<file path="src/rtl/if_fetch_stage.sv">
// Instruction-fetch stage: PC register, PC+4, branch redirect, single-outstanding fetch to instruction
// memory, hold buffer for a word fetched while ID is stalled, and the IF/ID output latch.
module if_fetch_stage #(
  parameter logic [31:0] RESET_PC = 32'h0000_0000,
  parameter logic [31:0] NOP_INST = 32'h0000_0000
) (
  input  logic        CLK,
  input  logic        CLR,
  input  logic        LE,
  input  logic        BR_TAKEN,
  input  logic [31:0] BR_TARGET,
  output logic        imem_req,
  output logic [31:0] imem_addr,
  input  logic        imem_ack,
  input  logic [31:0] imem_rdata,
  output logic [31:0] PC,
  output logic [31:0] IFID_inst,
  output logic [31:0] IFID_pc4,
  output logic        IFID_valid,
  output logic [1:0]  dbg_state_o
);

  // Memory handshake: imem_req and imem_addr come straight from registers. A word transfers in any
  // cycle with imem_req && imem_ack; until then imem_addr is held. imem_ack without imem_req is ignored.
  typedef enum logic [1:0] {
    S_FETCH = 2'd0,
    S_HOLD  = 2'd1,
    S_DRAIN = 2'd2
  } state_e;

  state_e      state_q, state_d;
  logic        req_q, req_d;
  logic [31:0] addr_q, addr_d;
  logic [31:0] pc_q, pc_d;
  logic [31:0] buf_q, buf_d;
  logic [31:0] inst_q, inst_d;
  logic [31:0] pc4_q, pc4_d;
  logic        valid_q, valid_d;

  logic [31:0] pc_plus4;
  logic [31:0] br_tgt;
  logic        xfer;
  logic        unused_br_lsb;

  assign pc_plus4      = pc_q + 32'd4;
  assign br_tgt        = {BR_TARGET[31:2], 2'b00};
  assign xfer          = req_q & imem_ack;
  assign unused_br_lsb = ^BR_TARGET[1:0];

  always_comb begin
    state_d = state_q;
    req_d   = req_q;
    addr_d  = addr_q;
    pc_d    = pc_q;
    buf_d   = buf_q;
    inst_d  = inst_q;
    pc4_d   = pc4_q;
    valid_d = valid_q;

    case (state_q)
      S_FETCH: begin
        if (BR_TAKEN) begin
          inst_d  = NOP_INST;
          valid_d = 1'b0;
          pc_d    = br_tgt;
          // With nothing in flight (or the fetch completing now) the target can be issued at once.
          if (xfer || !req_q) begin
            req_d  = 1'b1;
            addr_d = br_tgt;
          end else begin
            state_d = S_DRAIN;
          end
        end else if (xfer) begin
          if (LE) begin
            inst_d  = imem_rdata;
            pc4_d   = pc_plus4;
            valid_d = 1'b1;
            pc_d    = pc_plus4;
            addr_d  = pc_plus4;
            req_d   = 1'b1;
          end else begin
            buf_d   = imem_rdata;
            req_d   = 1'b0;
            state_d = S_HOLD;
          end
        end else begin
          if (!req_q) begin
            req_d  = 1'b1;
            addr_d = pc_q;
          end
          if (LE) begin
            inst_d  = NOP_INST;
            valid_d = 1'b0;
          end
        end
      end

      S_HOLD: begin
        if (BR_TAKEN) begin
          inst_d  = NOP_INST;
          valid_d = 1'b0;
          pc_d    = br_tgt;
          buf_d   = NOP_INST;
          req_d   = 1'b1;
          addr_d  = br_tgt;
          state_d = S_FETCH;
        end else if (LE) begin
          inst_d  = buf_q;
          pc4_d   = pc_plus4;
          valid_d = 1'b1;
          pc_d    = pc_plus4;
          addr_d  = pc_plus4;
          req_d   = 1'b1;
          state_d = S_FETCH;
        end
      end

      S_DRAIN: begin
        // The stale fetch must complete before the redirected address can be issued.
        if (BR_TAKEN) begin
          pc_d = br_tgt;
        end
        if (xfer) begin
          req_d   = 1'b1;
          addr_d  = BR_TAKEN ? br_tgt : pc_q;
          state_d = S_FETCH;
        end
      end

      default: begin
        state_d = S_FETCH;
      end
    endcase
  end

  always_ff @(posedge CLK) begin
    if (CLR) begin
      state_q <= S_FETCH;
      req_q   <= 1'b0;
      addr_q  <= RESET_PC;
      pc_q    <= RESET_PC;
      buf_q   <= NOP_INST;
      inst_q  <= NOP_INST;
      pc4_q   <= 32'd0;
      valid_q <= 1'b0;
    end else begin
      state_q <= state_d;
      req_q   <= req_d;
      addr_q  <= addr_d;
      pc_q    <= pc_d;
      buf_q   <= buf_d;
      inst_q  <= inst_d;
      pc4_q   <= pc4_d;
      valid_q <= valid_d;
    end
  end

  assign imem_req    = req_q;
  assign imem_addr   = addr_q;
  assign PC          = pc_q;
  assign IFID_inst   = inst_q;
  assign IFID_pc4    = pc4_q;
  assign IFID_valid  = valid_q;
  assign dbg_state_o = state_q;

endmodule

</file>
<file path="config.mk">
export PLATFORM = sky130hd
export DESIGN_NAME = if_fetch_stage
export DESIGN_NICKNAME = d
export VERILOG_FILES = /design/src/rtl/if_fetch_stage.sv
export SDC_FILE = /design/constraint.sdc
export NUM_CORES = 1
export LEC_CHECK = 0
export ABC_AREA = 1
export CORE_MARGIN = 1.5
export CORE_UTILIZATION = 47
export DETAILED_ROUTE_END_ITERATION = 10
export GPL_TIMING_DRIVEN = 0
export MAX_ROUTING_LAYER = met4
export PLACE_DENSITY = 0.77
export SLEW_MARGIN = 5
export SYNTH_ARGS = -nofsm -noshare
export SYNTH_HDL_FRONTEND = slang
export SYNTH_SLANG_ARGS = --single-unit
</file>
<file path="constraint.sdc">
create_clock -name CLK -period 1.8 [get_ports CLK]
set_input_delay 0.18 -clock CLK [delete_from_list [all_inputs] [get_ports CLK]]
set_output_delay 0.18 -clock CLK [all_outputs]
set_load 0.005 [all_outputs]
</file>
# After elaboration in Yosys (flattened, before gate mapping)
# Index checks and enable logic that the tools add are counted.
# op_classes
bitwise_logic	1
add_sub_neg	1
n_eq_ne	16
n_reduce_logical	13
n_mux	53
# op_table
operator	n
$mux 32	26
$pmux 32 s2	3
$pmux 32 s3	2
$add 32x3->32 const B	1
$ne 3x3->1 const B	6
$mux 2	7
$mux 1	12
$ne 2x2->1 const B	6
$reduce_and 4->1	3
$reduce_and 5->1	2
$ne 4x4->1 const B	2
$pmux 2 s3	1
$reduce_and 2->1	2
$pmux 1 s3	1
$reduce_and 3->1	1
$reduce_bool 3->1	1
$eq 2x1->1 const B	1
$eq 2x2->1 const B	1
$logic_not 2->1	1
$pmux 1 s2	1
$reduce_bool 2->1	1
$and 1x1->1	1
$logic_not 1->1	1
$logic_or 1x1->1	1
# word_totals
inputBits	69
output_inout_bits	132
reg_bits	164

# Longest topological paths before layout
# logic_depth
word_depth	5
depth_mapped	12
mapped_depth_nobuf	12

# Worst setup path after synthesis
# OpenSTA, ideal clock, no wires.
# synth_timing
path_kind	register -> register
start	reg state_q[0] (netlist: dbg_state_o[0])
end	reg addr_q[4] (netlist: imem_addr[4])
setup_ns	0.132
n_path_buf	3
arrival_time_ns	1.716
slack_ns	-0.048
path_stages_with_launch	10
path_cell_list	dfxtp_1 > inv_1 > ha_1 > buf_2 > inv_1 > buf_2 > buf_1 > nor2_1 > o31ai_1 > a21oi_1
# synth_between
elab_chain_cells	3
elab_cells_between_ends	9
cone_classes	eq/ne (5); mux (1); reduce/logical (3)
# synth_rtl
item	line	rtl
start, declared	31	state_e state_q, state_d;
start signal, assigned	147	state_q <= state_d;
$logic_not 2->1 (tied with other cells)	60	case (state_q)
$ne 4x4->1 (no line) (tied with other cells)	--	
$reduce_and 4->1 (no line)	--	
end signal, assigned	149	addr_q <= addr_d;
end, declared	33	logic [31:0] addr_q, addr_d;
# Several ways; a longest one is shown, not always the timed one.
# A chain may end at the register's enable or synchronous reset.

# Worst setup path in the final report
# layout_timing
start	reg pc_q[3] (netlist: PC[3])
end	reg addr_q[14] (netlist: imem_addr[14])
# layout_between
elab_chain_cells	5
elab_cells_between_ends	6
cone_classes	add/sub (1); mux (5)
# layout_rtl
item	line	rtl
start, declared	34	logic [31:0] pc_q, pc_d;
start signal, assigned	150	pc_q <= pc_d;
$add 32x3->32 (*)	45	assign pc_plus4 = pc_q + 32'd4;
$mux 32 (*)	74, 107	
$mux 32	73	end else if (xfer) begin
$mux 32	62	if (BR_TAKEN) begin
$pmux 32 s3 (*)	60	
# Mark *: on every way between the ends. The rest lies on a longest branch, timed or not.

==> metrics.md <==
| Metric | Value |
|---|---|
| WP data arrival | 2.21 ns |
| DRC violations left | 0 |
| WHS | 0.2919 ns |
| Clk_lat worst skew | 0.45 ns |
| Setup CP Type | flip-flop to flip-flop |
| Initial Util | a little under half |
| Fin crit share | 105.8% |
| Vias in the first global route | around 11,000 |
| Root Buffer | clkbuf_16 |
| Post-detailed-route count of antenna-violating nets | 0 |
| Crit path cell chain | ha_4 -> nand2_4 -> nor2_4 -> nand2_4 -> o21ai_2 -> nand3_2 -> o211ai_1 -> nand2_1 -> nand3_1 -> a21oi_1 |
| Netlist cell types | 38 |
| First-pass GRT wire length | approximately 64,000 um |
| Yosys reg bits | around 160 |
| Number of enable flip-flop cells after synthesis | 0 |
| Die height | around 150 um |
| Fmax | about 520 MHz |
| Cell row count | 52 |
| Setup Viol. Count Final | 16 |
| Net count, final | 1,874 |
| Mapped Area | 0.009618 mm2 |
| Maximum vdd ir drop | ~750 uV |
| Unrepaired setup endpoints after global routing | true |
| Worst hold path stage count | 2 |
| Fillers | roughly 1,800 |
| CP Launch Type | flip-flop |
| Syn. warnings | 0 |
| CP Max Fanout | 6 |
| Setup slack, reg-to-reg | -0.10 ns |
| Critical-path top delay cell | dfxtp_4 |
| Slew Viols, Final | 0 |
| Mean post-synth cell area | ~6.2 um2 |
| Power density over cell area | between 1000 and 1500 mW/mm2 |
| CP dominant cell by count | nand2_4 |
| Ys async rst share | 0% |
| Layout cells sized above 1 | 18.15% |
| Worst-margin pin slew | roughly 0.88 ns |
| CTS tree | built |
| Req. time, crit path | 2.11 ns |
| Vias | approximately 13,000 |
| R2R Path End | imem_addr[14]$_SDFFE_PP0P_ |
| Grt ovf | 0 |
| Failing checks | setup timing |
| Post-synthesis instance total | around 1,500 |
| Die area | 0.02133 mm2 |
| Final worst path period need | roughly 1.9 ns |
| Boundary Pins | ~200 |
| Drt pass-1 iters | 8 |
| Slew headroom | 41.53% |
| Die X | between 100 and 150 um |
| DR WL/cell | ~21 um |
| GP Congestion | between 1 and 1.5 |
| CP endpoint kind | flip-flop |
| Initial antenna violation count | 0 |
| Status | finished with violations |
| Tot GR Track Use | 40.38% |
| Crit path max-delay family | simple AND/OR/NAND/NOR gates |
| Dpl cell area | roughly 0.012 mm2 |
| Hold path endpoint | imem_req$_SDFFE_PP0P_ |
| Port Buffers | between 150 and 200 |
| Leakage power | roughly 5.4 nW |
| Clk sinks | between 150 and 200 |
| Most used DFF post-synth | dfxtp_1 |
| Setup ws final | -0.1049 ns |
| Clk_skew | 0.01323 ns |
| H-tree Lvls | 4 |
| Seq/Total Area, Yosys | between 30% and 40% |
| Area Growth Syn to Fin | 45.13% |
| Worst reg2reg path startpoint | PC[3]$_SDFFE_PP0P_ |
| Slowest stage delay, CP | around 0.38 ns |
| Vias per cell | 6.036 |
| WP buf/inv | 0 |
| Final non-filler cell total | 2,083 |
| Reg2Reg Depth | 10 |
| CTS clk-pin slew, worst paths | ~0.080 ns |
| HP Start | CLR |
| Core footprint | roughly 0.020 mm2 |
| DR iter-0 viols | 1,609 |
| Maxcap violations | 0 |
| WL final | roughly 44,000 um |
| Antenna diode instance count | 0 |
| Hold Crit Class | input pin to flip-flop |
| Finished Cell Area | 0.01396 mm2 |
| Placed insts | 2,011 |
| Clock tree buffer depth | 2 |
| Fin. Hold Viols | 0 |
| Post-synth net total | approximately 1,600 |
| Hpwl dp | 31,060 um |
| Largest net degree at the start of global routing | 19 |
| Num CTS Buffers | 17 |
report_power, final:
part,leakage (nW),internal (mW),switching [mW]
Sequential,1.36,4.22,0.641
Clock,0.295,2.00,1.88
Combinational,3.79,2.58,3.28
Total,5.44,8.80,5.80
logic make-up (layout without fill, tap and decap cells):
logic type,count (synthesis),in the layout,synth area share [%]
fa+ha+maj,5,5,0.6504
flops,164,164,34.14
xor+xnor,6,6,0.5464
compound gates,416,416,23.78
simple gates,724,725,31.34
buf+inv,230,497,9.549
metal layers:
metal | global-route usage (%) | up-vias | wire length [um]
met2 | 58.19 | 889 | 18900
li1 | - | 5658 | -
met5 | - | - | 0
met3 | 8.500 | 217 | 5157
met1 | 52.09 | 5810 | 17350
met4 | 23.89 | 0 | 2943
metrics by stage:
step	utilization (%)	total power, mW	worst slack [ns]	TNS [ns]
CTS	65.71	13.82	-0.003111	-0.004108
detailed placement	59.17	9.529	-0.8031	-91.79
finish	69.21	14.61	-0.1049	-0.2697
floorplan	-	7.196	0.004739	0
global route	69.21	15.11	-0.1673	-4.117
global placement	59.17	9.483	-0.7735	-85.22
worst max-delay path by stage:
stage                                 from                          to  slack [ns]  cells after the start
2_1_floorplan  dbg_state_o[0]$_SDFFE_PP0P_  imem_addr[14]$_SDFFE_PP0P_       0.005                     10
3_3_place_gp                      BR_TAKEN          PC[0]$_SDFFE_PP0P_       -0.77                      7
5_1_grt                 PC[3]$_SDFFE_PP0P_  imem_addr[14]$_SDFFE_PP0P_       -0.17                     10
6_report                PC[3]$_SDFFE_PP0P_  imem_addr[14]$_SDFFE_PP0P_       -0.10                     10
3_5_place_dp                      BR_TAKEN          PC[0]$_SDFFE_PP0P_       -0.80                      7
4_1_cts                 PC[2]$_SDFFE_PP0P_  imem_addr[30]$_SDFFE_PP0P_      -0.003                     12
state kept, by name, summed over array words and instances (netlist names):
| register | count |
|---|---|
| IFID_inst | 32 |
| IFID_pc4 | 32 |
| PC | 32 |
| buf_q | 32 |
| imem_addr | 32 |
| dbg_state_o | 2 |
| IFID_valid | 1 |
| imem_req | 1 |
worst reg2reg max path, delay by kind of cell, from the launching register on:
family / cells / cell delay, ns
DFF: 1 / 0.38
adders and majority gates: 1 / 0.16
AOI/OAI and AO/OA: 3 / 0.44
and+or+nand+nor: 6 / 0.78
cells in the mapped netlist (3+ instances only):
master    instances  area share [%]
nand2_1         432              17
dfxtp_1         164              34
a21oi_1         160             8.3
o21ai_0         151             7.9
nand3_1         122             6.3
inv_1           119             4.6
nor2_1          119             4.6
clkbuf_1         63             2.5
a31oi_1          42             2.7
buf_2            35             1.8
o211ai_1         30             2.3
or2_2            16             1.0
and2_1           13            0.85
o21ai_1          10            0.52
o21a_1            8            0.62
nor2_2            6            0.39
xor2_1            6            0.55
buf_1             5            0.20
ha_1              5            0.65
inv_2             5            0.20
a211oi_1          4            0.31
nand2_2           4            0.26
nor3_1            4            0.21
buf_4             3            0.23
nand4_1           3            0.20
placed cells by master, fill, tap and decap left out, types with 12 or more instances in the layout:
cell type          n
clkbuf_2          17
nor2_4            19
or2_2             16
buf_6             21
o211ai_1          30
dfxtp_2           14
o21ai_1           42
a21oi_1          148
clkbuf_16         20
dfxtp_1          140
nor2_1            92
clkbuf_1          27
o21ai_0          112
nand2_2           19
a21oi_2           12
inv_1            112
clkdlybuf4s50_1  195
nand2_1          411
a31oi_1           42
nand3_1           91
buf_4             42
nand3_2           27
nor2_2            17
area by class of cell:
| class | instances | area (um2) | share of cell area, % |
|---|---|---|---|
| Tap cell | 270 | 337.8 | 2.420 |
| Clock buffer | 17 | 425.4 | 3.048 |
| Clock inverter | 15 | 181.4 | 1.300 |
| Timing Repair Buffer | 239 | 2379 | 17.04 |
| Inverter | 124 | 495.5 | 3.550 |
| Multi-Input combinational cell | 1152 | 6028 | 43.19 |
| Buffer | 102 | 773.2 | 5.540 |
| Sequential cell | 164 | 3338 | 23.92 |
what timing repair did:
action                     in CTS  in global routing
setup buffers                  20                 19
cloned                          2                  3
pin swaps                      17                 34
setup endpoints to repair     164                162
resized for setup             175                199
hold buffers                    0                  0
Note: power is estimated with default switching activity, not from simulation.
